### src/rtl/ps2_key_event_queue.sv
// ps2_key_event_queue: merges decoded key events (toggle-strobed) and raw
// PS/2 set-2 scan bytes (E0/F0 prefix parsing) into one FIFO. The FIFO is
// replayed onto the 11-bit ps2_key bus with a minimum spacing between updates.
// Optional feature macro: PS2_KEY_REPEAT_FILTER_EN. When defined, typematic
// repeats of the last accepted make are discarded before the FIFO.
module ps2_key_event_queue #(
  parameter  int DEPTH      = 8,
  parameter  int GAP_CYCLES = 16,
  localparam int LVL_W      = $clog2(DEPTH) + 1
) (
  input  logic             clk,
  input  logic             reset,
  input  logic             ev_strobe,
  input  logic [7:0]       ev_code,
  input  logic             ev_ext,
  input  logic             ev_pressed,
  input  logic             raw_valid,
  input  logic [7:0]       raw_byte,
  output logic [10:0]      ps2_key,
  output logic             overflow,
  output logic [LVL_W-1:0] level
);

  localparam int AW = $clog2(DEPTH);
  localparam int GW = (GAP_CYCLES > 0) ? $clog2(GAP_CYCLES + 1) : 1;

  // Entry layout is {pressed, ext, code}, matching ps2_key[9:0].
  logic [9:0]       mem_q [DEPTH];
  logic [AW-1:0]    wr_ptr_q, rd_ptr_q;
  logic [LVL_W-1:0] level_q;
  logic [GW-1:0]    gap_q;
  logic [10:0]      key_q;
  logic             ovf_q;
  logic             ev_last_q;
  logic             ext_q, brk_q;
  logic             skid_vld_q;
  logic [9:0]       skid_q;

  logic       ev_fire, raw_is_pfx, raw_fire;
  logic [9:0] ev_entry, raw_entry, wr_entry;
  logic       wr_req, skid_drain, filt_hit, push_req, push_ok, pop, full;
  logic       drop_fifo, skid_load, drop_skid;

  assign ev_fire    = (ev_strobe != ev_last_q);
  assign ev_entry   = {ev_pressed, ev_ext, ev_code};
  assign raw_is_pfx = (raw_byte == 8'hE0) || (raw_byte == 8'hF0);
  assign raw_fire   = raw_valid && !raw_is_pfx;
  assign raw_entry  = {~brk_q, ext_q, raw_byte};

  // Event port has priority for the single FIFO write slot; the skid waits.
  assign wr_req     = ev_fire || skid_vld_q;
  assign wr_entry   = ev_fire ? ev_entry : skid_q;
  assign skid_drain = skid_vld_q && !ev_fire;

`ifdef PS2_KEY_REPEAT_FILTER_EN
  logic       rep_vld_q;
  logic [8:0] rep_q;
  // A make identical to the last accepted make (no break since) is a repeat.
  assign filt_hit = wr_entry[9] && rep_vld_q && (wr_entry[8:0] == rep_q);

  // Track the last accepted make; its break re-arms the filter.
  always_ff @(posedge clk) begin
    if (reset) begin
      rep_vld_q <= 1'b0;
      rep_q     <= '0;
    end else if (push_ok) begin
      if (wr_entry[9]) begin
        rep_vld_q <= 1'b1;
        rep_q     <= wr_entry[8:0];
      end else if (wr_entry[8:0] == rep_q) begin
        rep_vld_q <= 1'b0;
      end
    end
  end
`else
  assign filt_hit = 1'b0;
`endif

  assign full      = (level_q == LVL_W'(DEPTH));
  assign pop       = (level_q != '0) && (gap_q == '0);
  assign push_req  = wr_req && !filt_hit;
  // A pop frees the slot in the same edge, so full+pop still accepts a push.
  assign push_ok   = push_req && (!full || pop);
  assign drop_fifo = push_req && full && !pop;
  assign skid_load = raw_fire && (!skid_vld_q || skid_drain);
  assign drop_skid = raw_fire && skid_vld_q && !skid_drain;

  // Raw parser prefix flags and the one-entry skid ahead of the FIFO.
  always_ff @(posedge clk) begin
    if (reset) begin
      ext_q      <= 1'b0;
      brk_q      <= 1'b0;
      skid_vld_q <= 1'b0;
      skid_q     <= '0;
    end else begin
      if (raw_valid) begin
        if (raw_byte == 8'hE0)      ext_q <= 1'b1;
        else if (raw_byte == 8'hF0) brk_q <= 1'b1;
        else begin
          ext_q <= 1'b0;
          brk_q <= 1'b0;
        end
      end
      if (skid_load) begin
        skid_vld_q <= 1'b1;
        skid_q     <= raw_entry;
      end else if (skid_drain) begin
        skid_vld_q <= 1'b0;
      end
    end
  end

  // Event strobe edge detect; reset re-syncs to the live strobe level.
  always_ff @(posedge clk) begin
    if (reset) ev_last_q <= ev_strobe;
    else       ev_last_q <= ev_strobe;
  end

  // FIFO storage; contents need no reset since level gates every read.
  always_ff @(posedge clk) begin
    if (push_ok) mem_q[wr_ptr_q] <= wr_entry;
  end

  // FIFO pointers, occupancy, sticky overflow.
  always_ff @(posedge clk) begin
    if (reset) begin
      wr_ptr_q <= '0;
      rd_ptr_q <= '0;
      level_q  <= '0;
      ovf_q    <= 1'b0;
    end else begin
      if (push_ok) wr_ptr_q <= wr_ptr_q + 1'b1;
      if (pop)     rd_ptr_q <= rd_ptr_q + 1'b1;
      case ({push_ok, pop})
        2'b10:   level_q <= level_q + 1'b1;
        2'b01:   level_q <= level_q - 1'b1;
        default: level_q <= level_q;
      endcase
      if (drop_fifo || drop_skid) ovf_q <= 1'b1;
    end
  end

  // Replay: pop onto ps2_key, flip the toggle bit, then hold off GAP_CYCLES.
  always_ff @(posedge clk) begin
    if (reset) begin
      key_q <= '0;
      gap_q <= '0;
    end else if (pop) begin
      key_q <= {~key_q[10], mem_q[rd_ptr_q]};
      gap_q <= GW'(GAP_CYCLES);
    end else if (gap_q != '0) begin
      gap_q <= gap_q - 1'b1;
    end
  end

  assign ps2_key  = key_q;
  assign overflow = ovf_q;
  assign level    = level_q;

endmodule

### config.mk
export PLATFORM = sky130hd
export DESIGN_NAME = ps2_key_event_queue
export DESIGN_NICKNAME = d
export VERILOG_FILES = /design/src/rtl/ps2_key_event_queue.sv
export SDC_FILE = /design/constraint.sdc
export NUM_CORES = 1
export LEC_CHECK = 0
export ABC_AREA = 0
export BUFFER_PORTS_ARGS = -buffer_cell sky130_fd_sc_hd__clkbuf_2
export CORE_MARGIN = 4
export CORE_UTILIZATION = 53
export DETAILED_ROUTE_END_ITERATION = 12
export PLACE_DENSITY = 0.77
export REMOVE_ABC_BUFFERS = 1
export SYNTH_ARGS = -nofsm -noshare
export SYNTH_HDL_FRONTEND = slang
export SYNTH_SLANG_ARGS = --single-unit
### constraint.sdc
create_clock -name clk -period 2.6 [get_ports clk]
set_input_delay 0.52 -clock clk [delete_from_list [all_inputs] [get_ports clk]]
set_output_delay 0.52 -clock clk [all_outputs]
set_load 0.03 [all_outputs]
==> metrics.md, run 1 <==
| Metric | Value |
|---|---|
| Flops & latches, synth | `roughly 120` |
| Antenna-violating nets left | `0` |
| Initial antenna violation count | `0` |
| Share of flip-flops with an asynchronous set or reset | `0%` |
| Startpoint types | `flip-flop` |
| Power Dens Cells | `~1000 nW/um^2` |
| Vias per inst | `between 5 and 6` |
| Remaining DRCs | `0` |
| Data arrival time of the worst path | `roughly 2900 ps` |
| EDFF count, synth | `80` |
| RSZ-0062 raised after global routing | `false` |
| Critical Path RT | `~3000 ps` |
| Layout cells sized above 1 | `between 20 and 30%` |
| First-pass GRT wire length | `15700 um` |
| Crit Path Category | `reg2reg` |
| Final Power | `about 6 mW` |
| Fin Hold WS | `around 170 ps` |
| Fill cells | `between 600 and 700` |
| Slew Viols, Final | `0` |
| Outcome | `complete, no violations` |
| CTS root buffer | `clkbuf_8` |
| Commonest cells after routing, fill and taps aside | `80 x edfxtp_1, 42 x nor2_1, 41 x dfxtp_1` |
| Worst IR Drop VDD | `a little under 0.6 mV` |
| Die Height | `around 100 um` |
| Mapped Avg Cell Area | `14.5 sq um` |
| Leak pwr | `roughly 2.1 nW` |
| Clock sink count | `121` |
| Clk_lat worst skew | `slightly above 500 ps` |
| DP Worst Slack | `63.0 ps` |
| Clk slew on worst S/H paths | `roughly 60 ps` |
| Synth cell types | `between 40 and 50` |
| Gr ovfl total | `0` |
| Sequential area share after synthesis | `between 60% and 70%` |
| I/O Buffers | `37` |
| Routed WL | `approximately 9600 um` |
| Minimum clock period after layout | `approximately 2500 ps` |
| H-tree depth | `4` |
| Syn. warnings | `0` |
| Final setup margin | `around 130 ps` |
| Mapped Area | `just under 5000 sq um` |
| Max Cap Viol | `0` |
| Cts hold-fix bufs | `0` |
| Ant diodes | `0` |
| Most common cell after layout, fill and taps aside | `edfxtp_1` |
| Chip width | `104 um` |
| Worst-margin pin slew | `~740 ps` |
| Initial core utilization | `a little under three fifths` |
| Synth top area share | `roughly half` |
| Grt peak-use layer | `met2` |
| Met2 Usage GRT | `around 30%` |
| Met1 usage | `25.1%` |
| Max FO, Critical Path | `4` |
| Per-cell routed wire length | `between 15 and 20 um` |
| HP Class | `in2reg` |
| Slew headroom | `between 50% and 60%` |
| Row cnt | `34` |
| CTS max path bufs | `2` |
| GP Congestion | `0.768` |
| Period utilization | `a little over nine tenths` |
| Met3 Use GR | `between 3 and 4%` |
| I/O Pins | `38` |
| Fin Setup TNS | `0 ps` |
| Final Instance Count excl. Fillers | `between 500 and 600` |
| Clock skew | `~15 ps` |
| Largest net degree at the start of global routing | `28` |
| Critical Path End Type | `flip-flop` |
| Die area | `10900 sq um` |
| Fin. Hold Viols | `0` |
| Total CTS buffers | `17` |
| All-Layer GR Usage | `a little under a fifth` |
| CP peak stage delay | `510 ps` |
| Vias in the first global route | `slightly above 3000` |
| Critical path, cell by cell | `inv_1 -> ha_1 -> or4b_4 -> nor4_4 -> xor2_1 -> ha_1 -> a21boi_0 -> a22oi_1 -> mux2_4` |
| Top post-synthesis cells by area | `edfxtp_1 49%, dfxtp_1 17%, mux4_2 9.2%` |
| Slowest-stage cell, CP | `or4b_4` |
| # setup viols final | `0` |
| Synth area leader | `edfxtp_1` |
| FMAX | `between 0.4 and 0.5 GHz` |
| CTS tree | `done` |
| DPL Wire Length | `6190 um` |
| Ys flop type | `edfxtp_1` |
| TritonRoute pass-1 iters | `4` |
| NumNets Final | `roughly 420` |
| # placed instances | `485` |
| Core area | `between 8000 and 9000 sq um` |
| First-iteration detailed-routing DRC count | `slightly above 200` |
| Critical Path Most Common Cell | `ha_1` |
| P&R area growth vs syn | `19.8%` |
| Cell count after synthesis | `about 340` |
| Via Count | `roughly 3000` |
==> routing by layer <==
metal	wire length, um	up-vias	part of all wire, %
met4	78	0	0.81
met2	4700	88	49
met3	561	5	5.9
met5	0	-	0
met1	4240	1439	44
li1	-	1393	-
==> synthesized netlist by cell type (all sizes together), types with 2 or more instances <==
master,number
mux4,20
a21oi,10
nor3,9
nand3,2
nand2b,6
inv,4
xor2,3
dfxtp,41
buf,6
nor2b,2
xnor2,6
mux2,2
mux2i,23
edfxtp,80
nor4,3
a211oi,11
ha,5
a31oi,2
clkbuf,11
nor2,43
nand2,36
==> where the power goes <==
group          internal [mW]  switching [mW]
Combinational          0.570           0.820
Sequential              2.31           0.163
Clock                   1.44           0.799
Total                   4.32            1.78
==> final cells by class <==
class | count | area [sq um] | area share, %
Inverter | 4 | 15.0 | 0.255
Clock inverter | 14 | 156 | 2.66
Clock buffer | 18 | 418 | 7.10
Sequential cell | 121 | 3220 | 54.7
Timing Repair Buffer | 56 | 325 | 5.52
Tap cell | 108 | 135 | 2.29
Multi-Input combinational cell | 197 | 1620 | 27.4
==> worst max-delay path: cells and delay by family (launching register included) <==
family | cells | cell delay [ps]
and+or+nand+nor | 2 | 720
adders and majority gates | 2 | 420
AOI/OAI and AO/OA | 2 | 370
DFF | 1 | 320
muxes | 1 | 320
xor gates and xnor gates | 1 | 110
buffers and inverters | 1 | 100
==> final timing paths <==
path	from	to	slack (ps)	depth (start not counted)
max	gap_q[0]$_SDFFE_PP0P_	level[2]$_SDFFE_PP0P_	130	9
min	ev_strobe	ev_last_q$_DFF_P_	170	1
max reg2reg	gap_q[0]$_SDFFE_PP0P_	level[2]$_SDFFE_PP0P_	130	9
min reg2reg	brk_q$_SDFFE_PP0P_	skid_q[9]$_SDFFE_PP0P_	450	1
==> cells by family after synthesis <==
kind of cell | after synthesis | synth area share (%)
flip-flops | 121 | 65.6
AO/OA/AOI/OAI | 31 | 4.73
buffers and inverters | 21 | 1.86
multiplexers | 45 | 14.4
XOR/XNOR | 9 | 1.60
AND/OR/NAND/NOR | 107 | 10.6
adder cells (fa/ha/maj) | 5 | 1.27
==> sequential cells by signal, summed over array words and instances (netlist names) <==
register and count:
mem_q 80, ps2_key 11, skid_q 10, gap_q 5, level 4, rd_ptr_q 3, wr_ptr_q 3, brk_q 1
ev_last_q 1, ext_q 1, overflow 1, skid_vld_q 1
==> what timing repair did <==
item                       CTS  global route
setup endpoints to repair    0            11
gates resized for setup      0             5
buffers inserted             0             0
==> through the flow <==
stage	util [%]	cell area (sq um)
6_report	66.2	5890
2_1_floorplan	-	4840
3_3_place_gp	59.6	5300
5_1_grt	66.2	5890
3_5_place_dp	59.6	5300
4_1_cts	66.0	5870
Note: power is estimated with default switching activity, not from simulation.
==> run 2, diff against run 1 <==
Settings changed: CORE_UTILIZATION 53 to 54, PLACE_DENSITY 0.77 to 0.75.
Clock period 2.6 ns to 2.5 ns, I/O delays scaled along.
==> run 2 against run 1 <==
Cell area up 0.89%. Global-route usage up 1.9 points. Via count up 2.2%. Register-to-register slack worse by 60 ps. Non-clock buffer count up 6. Core utilization up 1.2 points. Sequential cell count unchanged.
==> metrics.md, run 2 (synthesized netlist as in run 1, its figures left out) <==
| Metric | Value |
|---|---|
| Outcome | `complete, no violations` |
| Critical Path End Type | `flip-flop` |
| Ant diodes | `0` |
| FMAX | `around 0.4 GHz` |
| Worst Hold Depth | `1` |
| DPL Wire Length | `6400 um` |
| Crit path from | `gap_q[0]$_SDFFE_PP0P_` |
| Slew headroom | `55.0%` |
| # setup viols final | `0` |
| Hold path endpoint | `ev_last_q$_DFF_P_` |
| NumNets Final | `430` |
| Clock sink count | `121` |
| Worst Hold Launch | `ev_strobe` |
| First-pass GRT wire length | `~16000 um` |
| GP Congestion | `roughly 0.8` |
| First-iteration detailed-routing DRC count | `around 250` |
| Area of the multi-input gates | `about 1600 sq um` |
| Max FO, Critical Path | `4` |
| Initial core utilization | `between 50 and 60%` |
| I/O Buffers | `37` |
| I/O Pins | `38` |
| Antenna-violating nets left | `0` |
| R2R setup slack | `slightly below 70 ps` |
| Number of flip-flops in the largest register | `80` |
| Clk_lat worst skew | `~520 ps` |
| Clock skew | `10.4 ps` |
| Worst IR Drop VDD | `0.562 mV` |
| Slew Viols, Final | `0` |
| Most common cell after layout, fill and taps aside | `edfxtp_1` |
| Die area | `about 11000 sq um` |
| Worst-margin pin slew | `between 600 and 700 ps` |
| Fin. Hold Viols | `0` |
| H-tree depth | `4` |
| Crit Path Category | `reg2reg` |
| CTS tree | `done` |
| Vias per inst | `~5.7` |
| Chip width | `103 um` |
| Clk slew on worst S/H paths | `60 ps` |
| Initial antenna violation count | `0` |
| CTS max path bufs | `2` |
| Remaining DRCs | `0` |
| Startpoint types | `flip-flop` |
| P&R area growth vs syn | `20.8%` |
| Commonest cells after routing, fill and taps aside | `80 x edfxtp_1, 42 x nor2_1, 41 x dfxtp_1` |
| All-Layer GR Usage | `~21%` |
| Vias in the first global route | `approximately 3000` |
| RSZ-0062 raised after global routing | `false` |
| Die Height | `between 100 and 150 um` |
| CTS root buffer | `clkbuf_8` |
| Routed WL | `between 9000 and 10000 um` |
| Total CTS buffers | `17` |
| Row cnt | `34` |
| Minimum clock period after layout | `2430 ps` |
| Core area | `a little under 9000 sq um` |
| Layout cells sized above 1 | `between 30% and 40%` |
| Fin Setup TNS | `0 ps` |
| Largest net degree at the start of global routing | `28` |
| FF+latch area | `~3200 sq um` |
| Worst reg2reg path depth | `9` |
| Cts hold-fix bufs | `0` |
| Per-cell routed wire length | `about 19 um` |
| TritonRoute pass-1 iters | `4` |
| Data arrival time of the worst path | `2830 ps` |
| Leak pwr | `about 2.2 nW` |
| R2r startpoint | `gap_q[0]$_SDFFE_PP0P_` |
| Reg with most FFs | `mem_q` |
| Gr ovfl total | `0` |
| Max Cap Viol | `0` |
| Via Count | `between 2000 and 3000` |
| Period utilization | `around 97%` |
| HP Class | `in2reg` |
| Fin Hold WS | `146 ps` |
| Fill cells | `600` |
| Critical Path RT | `between 2000 and 3000 ps` |
| Worst r2r dst | `level[2]$_SDFFE_PP0P_` |
| Power Dens Cells | `between 1000 and 1500 nW/um^2` |
## run 2: cell count changes in the layout (fill, tap and decap cells not counted), sizes merged
| cell | change |
|---|---|
| clkinvlp | +1 |
| clkbuf | +1 |
| inv | +3 |
| bufinv | -1 |
| clkinv | -4 |
| buf | +6 |
## run 2: layer usage
layer	wire (um)	track usage, %
met1	4280	27.6
met2	4980	31.8
met3	547	6.84
met4	156	6.97
met5	0	0
## run 2: worst max-delay path, stage by stage, from the launching register on
cell	delay, ps
dfxtp_1	330
inv_2	90
ha_4	150
or4b_4	500
nor4_4	280
xor2_1	180
ha_2	190
nor2_1	50
a22oi_2	240
mux2_4	310
## run 2: what timing repair did
item	CTS	global route
buffers inserted	0	3
resized for setup	0	12
setup endpoints to repair	1	81
pin swaps	1	4
gates cloned	0	1
## run 2: through the flow
step | util (%) | area [sq um] | instances | worst slack, ps | power (mW)
6_report | 67.5 | 5940 | 524 | 68.9 | 6.41
4_1_cts | 66.8 | 5890 | 520 | 16.5 | 6.39
3_5_place_dp | 60.4 | 5320 | 488 | -16.6 | 4.06
3_3_place_gp | 60.4 | 5320 | 488 | 90.4 | 4.02
2_1_floorplan | - | 4840 | 322 | -210 | 3.61
5_1_grt | 67.5 | 5940 | 524 | 1.01 | 6.71
## run 2: worst max-delay path by stage
stage / to / slack (ps) / cells past startpoint
2_1_floorplan: mem_q[0][0]$_DFFE_PP_ / -210 / 6
3_3_place_gp: mem_q[0][0]$_DFFE_PP_ / 90 / 8
3_5_place_dp: level[2]$_SDFFE_PP0P_ / -20 / 9
4_1_cts: mem_q[5][1]$_DFFE_PP_ / 20 / 8
5_1_grt: level[2]$_SDFFE_PP0P_ / 1 / 9
6_report: level[2]$_SDFFE_PP0P_ / 70 / 9
## run 2: final cells by class
| type | instances | share of cell area (%) |
|---|---|---|
| sequential | 121 | 54.3 |
| multi-input combinational | 197 | 27.4 |
| clock buffer | 19 | 7.10 |
| timing repair buffer | 62 | 6.28 |
| clock inverter | 13 | 2.46 |
| tap | 108 | 2.27 |
| inverter | 4 | 0.253 |
## run 2: power by group
part           switching, mW  internal, mW  total [mW]
sequential             0.164          2.40        2.56
combinational          0.906         0.631        1.54
clock                  0.883          1.43        2.31
total                   1.95          4.46        6.41
==> run 3, diff against run 2 <==
Settings changed: BUFFER_PORTS_ARGS -buffer_cell sky130_fd_sc_hd__clkbuf_2 to -buffer_cell sky130_fd_sc_hd__buf_2.
==> run 3 against run 2 <==
Cell count shrank 0.76%. Wire length grew 3.1%. Worst hold slack is essentially flat. Register-to-register slack is essentially flat. Cell area grew 1.2%. Worst setup slack lost 0.78 ps. Critical path type unchanged. Largest cell class unchanged. Largest power group is now clock.
==> metrics.md, run 3 (synthesized netlist as in run 1, its figures left out) <==
| Metric | Value |
|---|---|
| DPL Wire Length | `between 6000 and 7000 um` |
| Most common cell after layout, fill and taps aside | `edfxtp_1` |
| Crit Path Category | `reg2reg` |
| Routed WL | `about 10000 um` |
| Slew Viols, Final | `0` |
| Per-cell routed wire length | `~20 um` |
| HP Class | `in2reg` |
| Total CTS buffers | `17` |
| I/O Buffers | `37` |
| Power Dens Cells | `1130 nW/um^2` |
| Clock sink count | `roughly 120` |
| Slew headroom | `between 40% and 50%` |
| Via Count | `about 3000` |
| GP Congestion | `between 0.7 and 0.8` |
| Worst IR Drop VDD | `0.569 mV` |
| I/O Pins | `38` |
| Die area | `approximately 11000 sq um` |
| Max FO, Critical Path | `4` |
| Critical Path End Type | `flip-flop` |
| Outcome | `complete, no violations` |
| Gr ovfl total | `0` |
| Slowest-stage cell, CP | `or4b_4` |
| Fin Setup TNS | `0 ps` |
| Antenna-violating nets left | `0` |
| Row cnt | `34` |
| Fin util | `between 60 and 70%` |
| CP peak stage delay | `480 ps` |
| First-iteration detailed-routing DRC count | `between 200 and 250` |
| Clk_lat worst skew | `510 ps` |
| Worst-margin pin slew | `roughly 760 ps` |
| Vias in the first global route | `between 2000 and 3000` |
| Critical path, cell by cell | `inv_1 -> ha_4 -> or4b_4 -> nor4_4 -> xor2_1 -> ha_1 -> nor2_1 -> a22oi_2 -> mux2_4` |
| NumNets Final | `between 400 and 500` |
| Final Instance Count excl. Fillers | `520` |
| Minimum clock period after layout | `roughly 2400 ps` |
| Largest net degree at the start of global routing | `31` |
| Vias per inst | `between 5 and 6` |
| Initial antenna violation count | `0` |
| Clock skew | `5.42 ps` |
| Initial core utilization | `55.8%` |
| Layout cells sized above 1 | `roughly 30%` |
| # setup viols final | `0` |
| Fin. Hold Viols | `0` |
| Final instance area | `between 6000 and 7000 sq um` |
| Clk slew on worst S/H paths | `~60 ps` |
| CTS tree | `done` |
| DP Worst Slack | `~18 ps` |
| Final setup margin | `around 70 ps` |
| Data arrival time of the worst path | `2830 ps` |
| Chip width | `between 100 and 150 um` |
| Period utilization | `between 90 and 100%` |
| Core area | `~8800 sq um` |
| CTS root buffer | `clkbuf_8` |
| Max Cap Viol | `0` |
| H-tree depth | `4` |
| FMAX | `roughly 0.41 GHz` |
| Remaining DRCs | `0` |
| Commonest cells after routing, fill and taps aside | `80 x edfxtp_1, 42 x nor2_1, 41 x dfxtp_1` |
| Die Height | `103 um` |
| # placed instances | `roughly 500` |
| First-pass GRT wire length | `16200 um` |
| CTS max path bufs | `2` |
| DP Area | `5300 sq um` |
| Critical Path RT | `2900 ps` |
| Ant diodes | `0` |
| All-Layer GR Usage | `between 20% and 30%` |
| Cts hold-fix bufs | `0` |
| Number of flip-flops in the largest register | `80` |
| P&R area growth vs syn | `22.3%` |
| Leak pwr | `2.20 nW` |
| Reg with most FFs | `mem_q` |
| Startpoint types | `flip-flop` |
| TritonRoute pass-1 iters | `5` |
## run 3: cell count changes in the layout (fill, tap and decap cells not counted), sizes merged
cell,before,now
buf,25,58
clkbuf,56,18
clkinv,4,2
bufinv,2,6
inv,7,6
## run 3: path summary, 6_finish.rpt
check                        startpoint                endpoint  slack, ps  depth (start not counted)
hold reg to reg      brk_q$_SDFFE_PP0P_  skid_q[9]$_SDFFE_PP0P_        440                          1
setup / recovery  gap_q[0]$_SDFFE_PP0P_   level[2]$_SDFFE_PP0P_         70                          9
hold / removal                ev_strobe       ev_last_q$_DFF_P_        150                          1
setup reg to reg  gap_q[0]$_SDFFE_PP0P_   level[2]$_SDFFE_PP0P_         70                          9
## run 3: power breakdown
group / internal [mW] / switching (mW) / total, mW
registers: 2.40 / 0.155 / 2.56
clock network: 1.83 / 0.900 / 2.73
logic: 0.627 / 0.900 / 1.53
## run 3: through the flow
stage	power, mW	hold slack (ps)
2_1_floorplan	3.61	409
3_3_place_gp	4.01	428
3_5_place_dp	4.05	429
4_1_cts	6.81	116
5_1_grt	7.11	118
6_report	6.81	146
## run 3: critical path: cells and delay by family (launching register included)
family                     cells  cell delay [ps]
AOI/OAI and AO/OA              1              210
xor gates and xnor gates       1              190
adders and majority gates      2              350
buffers and inverters          1              120
DFF                            1              320
muxes                          1              310
and+or+nand+nor                3              810
## run 3: cell type report
cell class	count	area [sq um]
Clock inverter	14	245
Fill cell	579	2790
Clock buffer	18	418
Timing Repair Buffer	58	343
Sequential cell	121	3220
Tap cell	108	135
Multi-Input combinational cell	197	1630
Inverter	4	15.0
## run 3: repair_timing
action                                 in CTS  in global routing
setup endpoints to repair                   1                 63
gates cloned                                0                  1
pin swaps                                   1                  3
buffers inserted                            0                  1
endpoints found under the hold margin       0                  0
resized for setup                           0                 11
## run 3: layer usage
layer / up-vias / GRT usage, % / share of wire (%)
li1: 1402 / - / -
met1: 1511 / 28.6 / 44
met2: 115 / 32.8 / 49
met3: 14 / 6.77 / 5.9
met4: 0 / 5.68 / 1.3
met5: - / 0 / 0
